### src/rtl/block_interleaver_if.sv
// Codeword-in / interleaved-block-out bus for block_interleaver.
// slave is the interleaver's view; master is the driving environment's view.
interface block_interleaver_if #(
  parameter int n          = 7,
  parameter int symbol_num = 4,
  parameter int CNT_W      = 16
);
  logic                      cw_valid;
  logic [n-1:0]              cw_data;
  logic                      cw_ready;
  logic                      flush;
  logic                      t_valid;
  logic [n*symbol_num-1:0]   t_data;
  logic                      t_ready;
  logic                      t_padded;
  logic [CNT_W-1:0]          blk_cnt;

  modport slave (
    input  cw_valid, cw_data, flush, t_ready,
    output cw_ready, t_valid, t_data, t_padded, blk_cnt
  );

  modport master (
    output cw_valid, cw_data, flush, t_ready,
    input  cw_ready, t_valid, t_data, t_padded, blk_cnt
  );
endinterface

### src/rtl/block_interleaver.sv
// Ping-pong block interleaver: gathers symbol_num n-bit codewords per bank and
// presents each full bank with codeword i bit j at t_data[j*symbol_num + i].
module block_interleaver #(
  parameter int n          = 7,
  parameter int symbol_num = 4,
  parameter int CNT_W      = 16
) (
  input  logic                  clk,
  input  logic                  rst_n,
  block_interleaver_if.slave    bus
);

  localparam int                IDX_W    = (symbol_num > 1) ? $clog2(symbol_num) : 1;
  localparam logic [IDX_W-1:0]  LAST_IDX = IDX_W'(symbol_num - 1);

  typedef logic [n-1:0] cw_t;

  cw_t              bank_q [2][symbol_num];
  cw_t              bank_d [2][symbol_num];
  logic [1:0]       full_q, full_d;
  logic [1:0]       padded_q, padded_d;
  logic             wr_sel_q, wr_sel_d;
  logic             rd_sel_q, rd_sel_d;
  logic [IDX_W-1:0] wr_idx_q, wr_idx_d;
  logic [CNT_W-1:0] blk_cnt_q, blk_cnt_d;

  logic                    wr_open;
  logic                    accept;
  logic                    last_slot;
  logic                    flush_take;
  logic                    close_blk;
  logic                    drain;
  logic [n*symbol_num-1:0] t_data_c;

  assign wr_open   = ~full_q[wr_sel_q];
  assign accept    = bus.cw_valid & wr_open;
  assign last_slot = (wr_idx_q == LAST_IDX);
  // A flush only closes a block that holds data and that the same-cycle write did not complete.
  assign flush_take = bus.flush & wr_open & ~(accept & last_slot)
                    & (accept | (wr_idx_q != '0));
  assign close_blk  = (accept & last_slot) | flush_take;
  assign drain      = full_q[rd_sel_q] & bus.t_ready;

  always_comb begin
    // NOTE: every variable gets a default before any branch so no latch is inferred.
    full_d    = full_q;
    padded_d  = padded_q;
    wr_sel_d  = wr_sel_q;
    rd_sel_d  = rd_sel_q;
    wr_idx_d  = wr_idx_q;
    blk_cnt_d = blk_cnt_q;

    if (drain) begin
      full_d[rd_sel_q] = 1'b0;
      rd_sel_d         = ~rd_sel_q;
      blk_cnt_d        = blk_cnt_q + CNT_W'(1);
    end

    if (close_blk) begin
      full_d[wr_sel_q]   = 1'b1;
      padded_d[wr_sel_q] = flush_take;
      wr_sel_d           = ~wr_sel_q;
      wr_idx_d           = '0;
    end else if (accept) begin
      wr_idx_d = wr_idx_q + IDX_W'(1);
    end
  end

  always_comb begin
    bank_d = bank_q;
    for (int s = 0; s < symbol_num; s++) begin
      if (accept && (wr_idx_q == IDX_W'(s))) begin
        bank_d[wr_sel_q][s] = bus.cw_data;
      end else if (flush_take && (IDX_W'(s) >= wr_idx_q)) begin
        bank_d[wr_sel_q][s] = '0;
      end
    end
  end

  always_ff @(posedge clk or negedge rst_n) begin
    if (!rst_n) begin
      full_q    <= '0;
      padded_q  <= '0;
      wr_sel_q  <= 1'b0;
      rd_sel_q  <= 1'b0;
      wr_idx_q  <= '0;
      blk_cnt_q <= '0;
    end else begin
      // NOTE: sequential state uses non-blocking assignments so all flops update together.
      full_q    <= full_d;
      padded_q  <= padded_d;
      wr_sel_q  <= wr_sel_d;
      rd_sel_q  <= rd_sel_d;
      wr_idx_q  <= wr_idx_d;
      blk_cnt_q <= blk_cnt_d;
    end
  end

  // NOTE: bank storage is not reset; t_data is gated by the full flag so stale words never leak out.
  always_ff @(posedge clk) begin
    bank_q <= bank_d;
  end

  always_comb begin
    t_data_c = '0;
    if (full_q[rd_sel_q]) begin
      for (int i = 0; i < symbol_num; i++) begin
        for (int j = 0; j < n; j++) begin
          t_data_c[j*symbol_num + i] = bank_q[rd_sel_q][i][j];
        end
      end
    end
  end

  assign bus.cw_ready = wr_open;
  assign bus.t_valid  = full_q[rd_sel_q];
  assign bus.t_data   = t_data_c;
  assign bus.t_padded = padded_q[rd_sel_q] & full_q[rd_sel_q];
  assign bus.blk_cnt  = blk_cnt_q;

endmodule

### src/flat_wrapper.sv
// flat-port wrapper written by rule: the top's interface ports become plain ports
module block_interleaver_flat 
#(
  parameter int n          = 7,
  parameter int symbol_num = 4,
  parameter int CNT_W      = 16
)
  (clk, rst_n, bus_cw_valid, bus_cw_data, bus_flush, bus_t_ready, bus_cw_ready, bus_t_valid, bus_t_data, bus_t_padded, bus_blk_cnt);
  block_interleaver_if #(.n(n), .symbol_num(symbol_num), .CNT_W(CNT_W)) bus_i ();
  input  logic clk;
  input  logic rst_n;
  input wire logic [$bits(bus_i.cw_valid)-1:0] bus_cw_valid;
  input wire logic [$bits(bus_i.cw_data)-1:0] bus_cw_data;
  input wire logic [$bits(bus_i.flush)-1:0] bus_flush;
  input wire logic [$bits(bus_i.t_ready)-1:0] bus_t_ready;
  output wire logic [$bits(bus_i.cw_ready)-1:0] bus_cw_ready;
  output wire logic [$bits(bus_i.t_valid)-1:0] bus_t_valid;
  output wire logic [$bits(bus_i.t_data)-1:0] bus_t_data;
  output wire logic [$bits(bus_i.t_padded)-1:0] bus_t_padded;
  output wire logic [$bits(bus_i.blk_cnt)-1:0] bus_blk_cnt;
  assign bus_i.cw_valid = bus_cw_valid;
  assign bus_i.cw_data = bus_cw_data;
  assign bus_i.flush = bus_flush;
  assign bus_i.t_ready = bus_t_ready;
  assign bus_cw_ready = bus_i.cw_ready;
  assign bus_t_valid = bus_i.t_valid;
  assign bus_t_data = bus_i.t_data;
  assign bus_t_padded = bus_i.t_padded;
  assign bus_blk_cnt = bus_i.blk_cnt;
  block_interleaver #(.n(n), .symbol_num(symbol_num), .CNT_W(CNT_W)) u_core (.clk(clk), .rst_n(rst_n), .bus(bus_i));
endmodule
### config.mk
export PLATFORM = sky130hd
export DESIGN_NAME = block_interleaver_flat
export DESIGN_NICKNAME = d
export VERILOG_FILES = /design/src/rtl/block_interleaver_if.sv /design/src/rtl/block_interleaver.sv /design/src/flat_wrapper.sv
export SDC_FILE = /design/constraint.sdc
export NUM_CORES = 1
export LEC_CHECK = 0
export ABC_CLOCK_PERIOD_IN_PS = 2130
export CORE_UTILIZATION = 41
export DETAILED_ROUTE_END_ITERATION = 16
export PLACE_DENSITY = 0.67
export SYNTH_ARGS = -nofsm -noshare
export SYNTH_HDL_FRONTEND = slang
export SYNTH_SLANG_ARGS = --single-unit
### constraint.sdc
create_clock -name clk -period 2.13 [get_ports clk]
set_input_delay 0.426 -clock clk [delete_from_list [all_inputs] [get_ports clk]]
set_output_delay 0.426 -clock clk [all_outputs]
set_load 0.005 [all_outputs]
==> out/summary.log, run 1 <==
qor: outcome.outcome finished with violations
qor: outcome.failed_checks setup timing
qor: worst_hold_path.worstHoldPathType in -> async
qor: sta.tightest_slew 0.511 ns
qor: detailed_routing.wirelength 9970 um
qor: critical_path.ff2ff_setup_slack 0.15 ns
qor: final_layout.multiInputGateArea 1680 sq um
qor: global_routing.grt_usage 20.7%
qor: yosys.netlist_instances 314
qor: global_routing.grt_pass1_wl 15600 um
qor: floorplanning.core_area 9280 sq um
qor: yosys.synth.ff_latch_count 80
qor: yosys.top_cell_type_s_share_of_synthesized_area 42.5%
qor: sta.timing.setup.tns -0.0363 ns
qor: global_routing.pin_count_of_the_biggest_net_entering_global_routing 29
qor: pwr.vdd.ir_drop.worst 531 uV
qor: critical_path.r2r_cells 6
qor: clock_network.buffer_levels_on_the_longest_clock_path 2
qor: final_layout.fillCellCount 805
qor: critical_path.critPathLaunchType flop
qor: clock_network.insertion_delay 0.36 ns
qor: sta.setup_violation_total_in_the_final_timing_report 1
qor: sta.clock.fmax 0.462 GHz
qor: global_routing.grt.overflow.total 0
qor: yosys.yosysTopAreaCell edfxtp_1
qor: final_layout.ff_latch_area 2290 sq um
qor: sta.final_number_of_max_transition_violations 0
qor: sta.fin_crit 2.17 ns
qor: critical_path.cp_slowest_cell dfrtp_2
qor: critical_path.wp_data_required 1.70 ns
qor: floorplanning.die_height 100 um
qor: floorplanning.pin_count 59
qor: yosys.synth-warning-count 0
qor: sta.final-hold-violation-count 0
qor: critical_path.cp_max_fo 13
qor: critical_path.worst_ep_arrival_time 1.74 ns
qor: sta.final.setup_skew 0.0108 ns
qor: clock_network.cts.sinks 80
qor: final_layout.n_antenna_cell 0
qor: flow_run.drv.max_cap_violation_count 0
qor: yosys.ys_seq_area_share 57.7%
qor: clock_network.post_cts_hold_buffer_count 0
qor: sta.timing.final.crit_share 102%
qor: final_layout.post_route_cells_drive_above_1_share 26.7%
qor: clock_network.path_clk_slew 0.09 ns
qor: final_layout.post_layout_instance_area 5340 sq um
qor: critical_path.setup.worst_path.end_class output port
qor: critical_path.crit_chain buf_4, buf_12, buf_8, mux2i_2, nor2_1, clkdlybuf4s15_1
qor: sta.slew_headroom 65.8%
qor: yosys.synth_cell_type_count 40
qor: yosys.syn-mean-instance-area 12.6 sq um
qor: clock_network.tritoncts yes
qor: final_layout.nets 444
qor: detailed_routing.final_antenna_net_count 0
qor: sta.grt_setup_unrepaired yes
qor: clock_network.cts.htree.levels 3
qor: clock_network.cts_made_buffers 9
qor: critical_path.kind_of_critical_path reg -> out
qor: final_layout.layout.cells.most_common_list edfxtp_1, buf_4, nor2_1
qor: sta.worst_slack -0.0363 ns
qor: floorplanning.fp.dieArea 10000 sq um
qor: clock_network.cts_root_buffer clkbuf_8
qor: detailed_routing.detail_route.wl_per_cell 17.8 um
qor: floorplanning.die_x 100 um
qor: pwr.power.density_cell_area 1380 nW/um^2
qor: detailed_routing.drt-vias-per-instance 5.37
qor: critical_path.max_stage_delay 0.47 ns
qor: final_layout.syn_to_final_growth 35.1%
qor: place.place.gp.congestion 0.740
qor: detailed_routing.dr_total_vias 3008
qor: global_routing.antenna_found_initial 0
qor: yosys.syn-num-nets 332
qor: place.post-dp-hpwl 5820 um
qor: critical_path.regToRegEndpoint u_core.bank_q[17]$_DFFE_PP_
qor: yosys.mappedNetlistArea 3960 sq um
qor: final_layout.layout.cells.most_common edfxtp_1
qor: detailed_routing.drt_drc_violations_left 0
qor: place.count_of_input_and_output_buffers 58
qor: pwr.p_leak 0.00223 uW
qor: floorplanning.fp-row-count 35
qor: detailed_routing.detailedRoute.firstPassIterationCount 5
qor: floorplanning.floorplan.initialDensity 42.6%
qor: detailed_routing.drt_first_iter_violations 180
qor: yosys.yosys-top-cells-area edfxtp_1, dfrtp_1, mux2i_1
qor: critical_path.reg_to_reg_startpoint u_core.full_q[0]$_DFF_PN0_
qor: global_routing.first_global_vias 2895
qor: place.placed_cell_area 4830 sq um
[worst max path at each step]
stage                                             end  cells after the start                         from
after global placement                    bus_t_valid                      3  u_core.rd_sel_q$_DFFE_PN0N_
after floorplan           u_core.bank_q[28]$_DFFE_PP_                      3  u_core.wr_sel_q$_DFFE_PN0P_
after CTS                                bus_t_padded                      6  u_core.rd_sel_q$_DFFE_PN0N_
after detailed placement                  bus_t_valid                      3  u_core.rd_sel_q$_DFFE_PN0N_
final                                    bus_t_padded                      6  u_core.rd_sel_q$_DFFE_PN0N_
after global routing                     bus_t_padded                      6  u_core.rd_sel_q$_DFFE_PN0N_
[routing by layer]
layer	GRT usage [%]	share of wire, %	vias up
met5	0	0	-
met4	7.13	0.81	0
met3	2.58	4.3	11
met2	33.4	49	81
met1	28.9	46	1503
li1	-	-	1413
[cell families after synthesis]
group	after synthesis	synth area share (%)
AO/OA/AOI/OAI	56	11.8
multiplexers	32	8.45
flip-flops	80	57.7
adder cells (fa/ha/maj)	6	1.90
XOR/XNOR	16	3.54
buffers and inverters	21	2.31
AND/OR/NAND/NOR	103	14.3
[cell usage after synthesis]
library cell	instances
a21oi_1	5
a22o_1	27
a31oi_1	1
a32o_1	14
and2_1	14
and2_4	1
and3_1	6
and4_1	2
buf_1	1
buf_2	7
buf_4	1
clkbuf_1	7
dfrtp_1	24
edfxtp_1	56
ha_1	6
inv_1	5
mux2_2	1
mux2i_1	30
mux2i_4	1
nand2_1	14
nand2b_1	1
nand3_1	7
nand3_4	1
nand3b_1	1
nand4_1	5
nor2_1	36
nor2_2	1
nor3_1	3
nor3_2	4
nor3_4	1
nor4_4	1
o211a_1	1
o21a_1	1
o21ai_0	5
o22ai_1	1
o2bb2ai_1	1
or2_1	4
or3_1	1
xnor2_1	14
xor2_1	2
[worst max-delay path, delay by kind of cell, from the launching register on]
kind / cells / cell delay [ns]
AND/OR/NAND/NOR: 1 / 0.11
multiplexers: 1 / 0.14
buffers and inverters: 4 / 0.66
flip-flops: 1 / 0.47
[metrics by stage]
step	util (%)	hold WS, ns	worst slack, ns	std cells	power, uW
floorplan	-	0.130	0.234	314	4150
global placement	52.1	0.462	-0.203	511	5430
detailed placement	52.1	0.485	-0.283	511	5510
CTS	57.4	0.418	-0.0890	558	7250
global route	57.5	0.446	-0.0944	560	7770
finish	57.5	0.418	-0.0363	560	7360
[cell type report]
cell class                      instances  area share [%]
Sequential cell                        80            42.8
Multi-Input combinational cell        215            31.4
Timing Repair Buffer                  115            19.2
Tap cell                              129            3.02
Clock buffer                            9            2.32
Clock inverter                          7           0.960
Inverter                                5           0.351
[what timing repair did]
item                                    in CTS  in global routing
cloned                                       4                  0
pin swaps                                    1                  4
gates resized for setup                     92                 32
endpoints found under the setup margin      32                 28
buffers inserted                            27                  4
[sequential cells by signal, indices dropped and copies added, names as in the netlist]
name / count
u_core.bus.blk_cnt: 16
u_core.padded_q: 2
u_core.bank_q: 56
u_core.wr_idx_q: 2
u_core.wr_sel_q: 1
u_core.full_q: 2
u_core.rd_sel_q: 1
[power breakdown]
| part | leakage (uW) | internal [uW] | switching, uW |
|---|---|---|---|
| sequential | 0.000841 | 2290 | 352 |
| clock | 0.0000842 | 430 | 593 |
| combinational | 0.00131 | 1920 | 1760 |
| total | 0.00223 | 4650 | 2710 |
Note: power is estimated with default switching activity, not from simulation.
==> run 2, diff against run 1 <==
--- a/config.mk
+++ b/config.mk
@@ -5,7 +5,7 @@
 export SDC_FILE = /design/constraint.sdc
 export NUM_CORES = 1
 export LEC_CHECK = 0
-export ABC_CLOCK_PERIOD_IN_PS = 2130
+export ABC_CLOCK_PERIOD_IN_PS = 2200
 export CORE_UTILIZATION = 41
 export DETAILED_ROUTE_END_ITERATION = 16
 export PLACE_DENSITY = 0.67
==> constraint.sdc (replaced) <==
create_clock -name clk -period 2.2 [get_ports clk]
set_input_delay 0.44 -clock clk [delete_from_list [all_inputs] [get_ports clk]]
set_output_delay 0.44 -clock clk [all_outputs]
set_load 0.005 [all_outputs]
==> out/summary.log, run 2 (synthesis results as in run 1) <==
qor: outcome.outcome completed
qor: worst_hold_path.worstHoldPathType in -> async
qor: sta.clock.fmax 0.469 GHz
qor: critical_path.max_stage_delay 0.47 ns [about the same]
qor: global_routing.pin_count_of_the_biggest_net_entering_global_routing 29 [unchanged]
qor: pwr.power.density_cell_area 1320 nW/um^2 [-4.0%]
qor: clock_network.tritoncts yes
qor: final_layout.nets 429 [-3.4%]
qor: floorplanning.core_area 9280 sq um [unchanged]
qor: pwr.vdd.ir_drop.worst 526 uV [-0.94%]
qor: global_routing.grt_pass1_wl 14900 um [-4.1%]
qor: detailed_routing.final_antenna_net_count 0 [unchanged]
qor: clock_network.path_clk_slew 0.08 ns [about the same]
qor: clock_network.cts.htree.levels 3 [unchanged]
qor: final_layout.layout.cells.most_common_list edfxtp_1, buf_4, nor2_1
qor: final_layout.largest_register_by_flop_count u_core.bank_q
qor: place.post-dp-hpwl 5800 um [-0.34%]
qor: critical_path.kind_of_critical_path reg -> out
qor: detailed_routing.drt_drc_violations_left 0 [unchanged]
qor: clock_network.post_cts_hold_buffer_count 0 [unchanged]
qor: critical_path.setup.worst_path.end_class output port
qor: critical_path.cpMostUsedCell buf_4
qor: sta.setup_violation_total_in_the_final_timing_report 0 [-1]
qor: clock_network.cts.sinks 80 [unchanged]
qor: pwr.p_leak 0.00220 uW [-1.3%]
qor: global_routing.first_global_vias 2782 [-3.9%]
qor: detailed_routing.detailedRoute.firstPassIterationCount 4 [-1]
qor: floorplanning.pin_count 59 [unchanged]
qor: sta.fin_crit 2.13 ns
qor: critical_path.cp_slowest_cell dfrtp_2
qor: detailed_routing.drt_first_iter_violations 158 [-12%]
qor: floorplanning.fp-row-count 35 [unchanged]
qor: detailed_routing.drt-vias-per-instance 5.25 [-2.3%]
qor: final_layout.largest_register_ff_count 56 [unchanged]
qor: critical_path.crit_chain buf_4, mux2i_4, buf_4, nor2_1, dlygate4sd2_1
qor: final_layout.n_antenna_cell 0 [unchanged]
qor: place.count_of_input_and_output_buffers 58 [unchanged]
qor: critical_path.worst_ep_arrival_time 1.69 ns [-0.05 ns]
qor: global_routing.grt_usage 20.0% [-0.70 points]
qor: pwr.power.total 6920 uW [-5.9%]
qor: sta.final.setup_skew 0.00865 ns [-0.00214 ns]
qor: sta.final-hold-violation-count 0 [unchanged]
qor: floorplanning.fp.dieArea 10000 sq um [unchanged]
qor: clock_network.buffer_levels_on_the_longest_clock_path 2 [unchanged]
qor: flow_run.drv.max_cap_violation_count 0 [unchanged]
qor: final_layout.layout.cells.most_common edfxtp_1
qor: floorplanning.die_x 100 um [unchanged]
qor: clock_network.insertion_delay 0.35 ns [about the same]
qor: global_routing.antenna_found_initial 0 [unchanged]
qor: clock_network.cts_root_buffer clkbuf_8
qor: sta.final_number_of_max_transition_violations 0 [unchanged]
qor: sta.slew_headroom 70.2% [+4.4 points]
qor: detailed_routing.detail_route.wl_per_cell 17.4 um [-2.2%]
qor: final_layout.layout.core_utilization 56.4% [-1.1 points]
qor: detailed_routing.wirelength 9470 um [-5.0%]
qor: floorplanning.die_height 100 um [unchanged]
qor: critical_path.wp_data_required 1.76 ns [+0.06 ns]
qor: sta.timing.final.crit_share 96.9%
qor: place.place.gp.congestion 0.742 [+0.34%]
qor: critical_path.critPathLaunchType flop
qor: critical_path.cp_max_fo 5 [-8]
qor: sta.tightest_slew 0.445 ns [-0.0665 ns]
qor: final_layout.syn_to_final_growth 32.5%
qor: global_routing.grt.overflow.total 0 [unchanged]
qor: detailed_routing.dr_total_vias 2855 [-5.1%]
qor: clock_network.cts_made_buffers 9 [unchanged]
qor: floorplanning.floorplan.initialDensity 42.6% [unchanged]
qor: final_layout.post_route_cells_drive_above_1_share 17.8% [-8.9 points]
==> run 2: changes by cell type in the layout (fill, tap and decap cells not counted), moves of 3 or more <==
cell / change
buf_2: -12
dlygate4sd2_1: +15
buf_6: -9
bufinv_16: +3
clkdlybuf4s15_1: +3
clkbuf_2: -6
nor2_1: +3
inv_6: -3
==> run 2: layout make-up <==
class	instances	area [sq um]
clock inverter	5	106
clock buffer	10	128
fill	810	4050
inverter	5	18.8
timing repair buffer	101	917
tap	129	161
sequential	80	2280
multi-input combinational	214	1620
==> run 2: where the power goes <==
part / leakage [uW] / switching [uW] / internal, uW
Combinational: 0.00125 / 1510 / 1560
Sequential: 0.000843 / 345 / 2210
Clock: 0.000113 / 541 / 750
Total: 0.00220 / 2400 / 4520
==> run 2: per-layer routing <==
metal | vias up | GRT usage [%] | part of all wire [%]
li1 | 1374 | - | -
met1 | 1375 | 27.2 | 45
met2 | 94 | 32.2 | 48
met3 | 12 | 3.97 | 5.3
met4 | 0 | 6.47 | 1.7
met5 | - | 0 | 0
==> run 2: path summary, 6_finish.rpt <==
path,end,depth (start not counted),slack (ns),from
worst max-delay path,bus_t_data[27],5,0.07,u_core.rd_sel_q$_DFFE_PN0N_
worst min-delay path,u_core.bus.blk_cnt[5]$_DFFE_PN0N_,2,0.45,rst_n
worst max register to register,u_core.bank_q[48]$_DFFE_PP_,6,0.16,u_core.full_q[0]$_DFF_PN0_
worst min register to register,u_core.bus.blk_cnt[15]$_DFFE_PN0N_,1,0.48,u_core.bus.blk_cnt[15]$_DFFE_PN0N_
max in group asynchronous,u_core.rd_sel_q$_DFFE_PN0N_,2,1.49,rst_n
min in group clk,u_core.bus.blk_cnt[15]$_DFFE_PN0N_,1,0.48,u_core.bus.blk_cnt[15]$_DFFE_PN0N_
==> run 2: timing repair <==
action                                 in CTS  in global routing
cloned                                      2                  0
resized for setup                          39                 10
endpoints found under the hold margin       0                  0
setup endpoints to repair                  31                 18
setup buffers                              15                  2
==> run 2: per-stage QoR <==
step	setup TNS, ns	worst slack, ns	instance area, sq um	instances	hold WS (ns)
after CTS	0	0.00498	5210	542	0.440
after global placement	-2.48	-0.148	4830	510	0.461
after detailed placement	-3.75	-0.210	4830	510	0.478
final	0	0.0686	5240	544	0.447
after floorplan	0	0.304	3960	314	0.144
after global routing	-0.00388	-0.00297	5240	544	0.466
==> run 2: critical path, delay by kind of cell (launching register included) <==
family                 cells  cell delay (ns)
flip-flops                 1             0.47
buffers and inverters      3             0.60
multiplexers               1             0.23
AND/OR/NAND/NOR            1             0.05
==> run 3, diff against run 2 <==
--- a/config.mk
+++ b/config.mk
@@ -6,9 +6,10 @@
 export NUM_CORES = 1
 export LEC_CHECK = 0
 export ABC_CLOCK_PERIOD_IN_PS = 2200
-export CORE_UTILIZATION = 41
+export CORE_UTILIZATION = 54
 export DETAILED_ROUTE_END_ITERATION = 16
-export PLACE_DENSITY = 0.67
+export HOLD_SLACK_MARGIN = 0.05
+export PLACE_DENSITY = 0.84
 export SYNTH_ARGS = -nofsm -noshare
 export SYNTH_HDL_FRONTEND = slang
 export SYNTH_SLANG_ARGS = --single-unit
==> out/summary.log, run 3 (synthesis results as in run 1) <==
qor: worst_hold_path.worstHoldPathType in -> async
qor: sta.tightest_slew 0.534 ns [+0.0894 ns]
qor: final_layout.largest_register_by_flop_count u_core.bank_q
qor: critical_path.regToRegEndpoint u_core.bank_q[12]$_DFFE_PP_
qor: global_routing.grt.overflow.total 0 [unchanged]
qor: detailed_routing.highest-signal-layer met4
qor: critical_path.cp_max_fo 10 [+5]
qor: final_layout.multiInputGateArea 1590 sq um [-1.8%]
qor: place.count_of_input_and_output_buffers 58 [unchanged]
qor: sta.worst_hold_slack 0.434 ns [-0.0134 ns]
qor: place.post-dp-hpwl 6370 um [+9.9%]
qor: global_routing.grt_pass1_wl 14100 um [-5.5%]
qor: final_layout.n_antenna_cell 0 [unchanged]
qor: final_layout.syn_to_final_growth 27.2%
qor: final_layout.nets 418 [-2.6%]
qor: detailed_routing.dr_wl_met3 608 um [+20%]
qor: flow_run.drv.max_cap_violation_count 0 [unchanged]
qor: critical_path.wp_data_required 1.76 ns [about the same]
qor: detailed_routing.dr_total_vias 2936 [+2.8%]
qor: place.placed_cell_area 4780 sq um [-1.0%]
qor: outcome.outcome completed
qor: critical_path.worst_ep_arrival_time 1.71 ns [+0.02 ns]
qor: sta.fin_crit 2.15 ns [+0.0162 ns]
qor: pwr.power.total 6440 uW [-7.0%]
qor: clock_network.tritoncts yes
qor: floorplanning.die_x 87.6 um [-13%]
qor: floorplanning.core_area 6940 sq um [-25%]
qor: global_routing.grt_usage 25.3% [+5.3 points]
qor: floorplanning.die_height 87.6 um [-13%]
qor: final_layout.largest_register_ff_count 56 [unchanged]
qor: sta.clock.fmax 0.466 GHz [-0.75%]
qor: global_routing.first_global_vias 2763 [-0.68%]
qor: sta.timing.final.crit_share 97.6% [+0.74 points]
qor: detailed_routing.final_antenna_net_count 0 [unchanged]
qor: sta.final-hold-violation-count 0 [unchanged]
qor: critical_path.setup.worst_path.end_class output port
qor: critical_path.ff2ff_setup_slack 0.20 ns [+0.04 ns]
qor: floorplanning.fp-row-count 30 [-14%]
qor: clock_network.path_clk_slew 0.08 ns [about the same]
qor: pwr.vdd.ir_drop.worst 713 uV [+36%]
qor: detailed_routing.met2RoutedLength 4440 um [-3.0%]
qor: sta.slew_headroom 64.2% [-6.1 points]
qor: final_layout.post_layout_instance_area 5030 sq um [-4.0%]
qor: sta.setup_violation_total_in_the_final_timing_report 0 [unchanged]
qor: clock_network.insertion_delay 0.36 ns [about the same]
qor: clock_network.cts_root_buffer clkbuf_8
qor: detailed_routing.drt_drc_violations_left 0 [unchanged]
qor: global_routing.antenna_found_initial 0 [unchanged]
qor: pwr.power.density_cell_area 1280 nW/um^2 [-3.2%]
qor: final_layout.fillCellCount 464 [-43%]
qor: detailed_routing.met1Wirelength 3790 um [-10%]
qor: clock_network.cts_made_buffers 9 [unchanged]
qor: critical_path.kind_of_critical_path reg -> out
qor: critical_path.r2r_cells 6 [unchanged]
qor: floorplanning.floorplan.initialDensity 57.0% [+14 points]
qor: final_layout.layout.cells.most_common_list edfxtp_1, nor2_1, mux2i_1
qor: place.place.gp.congestion 0.834 [+12%]
qor: floorplanning.pin_count 59 [unchanged]
qor: sta.final.setup_skew 0.00988 ns [+0.00123 ns]
qor: final_layout.ff_latch_area 2280 sq um [about the same]
qor: detailed_routing.detailedRoute.firstPassIterationCount 5 [+1]
qor: final_layout.layout.cells.most_common edfxtp_1
qor: sta.final_number_of_max_transition_violations 0 [unchanged]
qor: clock_network.cts.htree.levels 3 [unchanged]
qor: detailed_routing.drt_first_iter_violations 198 [+25%]
qor: detailed_routing.detail_route.wl_per_cell 18.0 um [+3.2%]
qor: detailed_routing.drt-vias-per-instance 5.86 [+12%]
qor: pwr.p_leak 0.00217 uW [-1.5%]
qor: clock_network.post_cts_hold_buffer_count 0 [unchanged]
qor: global_routing.pin_count_of_the_biggest_net_entering_global_routing 29 [unchanged]
qor: detailed_routing.wirelength 9000 um [-5.0%]
qor: critical_path.critPathLaunchType flop
qor: clock_network.buffer_levels_on_the_longest_clock_path 2 [unchanged]
qor: clock_network.cts.sinks 80 [unchanged]
qor: critical_path.reg_to_reg_startpoint u_core.wr_idx_q[0]$_DFFE_PN0P_
qor: final_layout.post_route_cells_drive_above_1_share 15.1% [-2.8 points]
qor: floorplanning.fp.dieArea 7670 sq um [-24%]
==> run 3: critical path: stages (launching register included) <==
cell,delay [ns]
dfrtp_2,0.43
mux2i_4,0.31
buf_6,0.18
buf_4,0.12
nor2_1,0.04
dlygate4sd2_1,0.26
==> run 3: final cells by class <==
cell class	count	share of cell area (%)
clock buffers	11	2.61
clock inverters	5	1.12
well taps	96	2.39
multi-input cells	213	31.7
inverters	5	0.373
flip-flops and latches	80	45.4
repair buffers	91	16.4
==> run 3: timing repair <==
| action | CTS | global route |
|---|---|---|
| pin swaps | 0 | 0 |
| endpoints found under the setup margin | 30 | 5 |
| hold endpoints to repair | 0 | 0 |
| gates resized for setup | 31 | 4 |
| gates cloned | 0 | 0 |
| setup buffers | 2 | 7 |
==> run 3: per-layer routing <==
| layer | vias to the layer above | global-route usage [%] |
|---|---|---|
| met4 | 0 | 9.84 |
| met3 | 17 | 5.94 |
| met1 | 1451 | 34.2 |
| met5 | - | 0 |
| met2 | 112 | 40.0 |
| li1 | 1356 | - |
==> run 3: per-stage QoR <==
step	setup slack (ns)	utilization, %	TNS (ns)	std cells
6_report	0.0524	72.5	0	501
5_1_grt	-0.00991	72.5	-0.0190	501
4_1_cts	-0.0705	71.4	-0.123	494
3_5_place_dp	0.0107	68.8	0	476
3_3_place_gp	0.0561	68.8	0	476
2_1_floorplan	0.304	-	0	314
==> run 3: power breakdown <==
group	total (uW)	switching [uW]	internal [uW]	leakage (uW)
clock	1060	534	525	0.0000937
combinational	2800	1390	1410	0.00123
sequential	2580	360	2220	0.000842
==> run 3: worst max-delay path by stage <==
stage | from | to | slack, ns | cells after the start
floorplan | u_core.wr_sel_q$_DFFE_PN0P_ | u_core.bank_q[28]$_DFFE_PP_ | 0.30 | 3
global placement | bus_cw_valid | u_core.bank_q[40]$_DFFE_PP_ | 0.06 | 5
detailed placement | bus_cw_valid | u_core.bank_q[12]$_DFFE_PP_ | 0.01 | 5
CTS | u_core.rd_sel_q$_DFFE_PN0N_ | bus_t_data[19] | -0.07 | 4
global route | u_core.rd_sel_q$_DFFE_PN0N_ | bus_t_data[11] | -0.01 | 5
finish | u_core.rd_sel_q$_DFFE_PN0N_ | bus_t_data[11] | 0.05 | 5
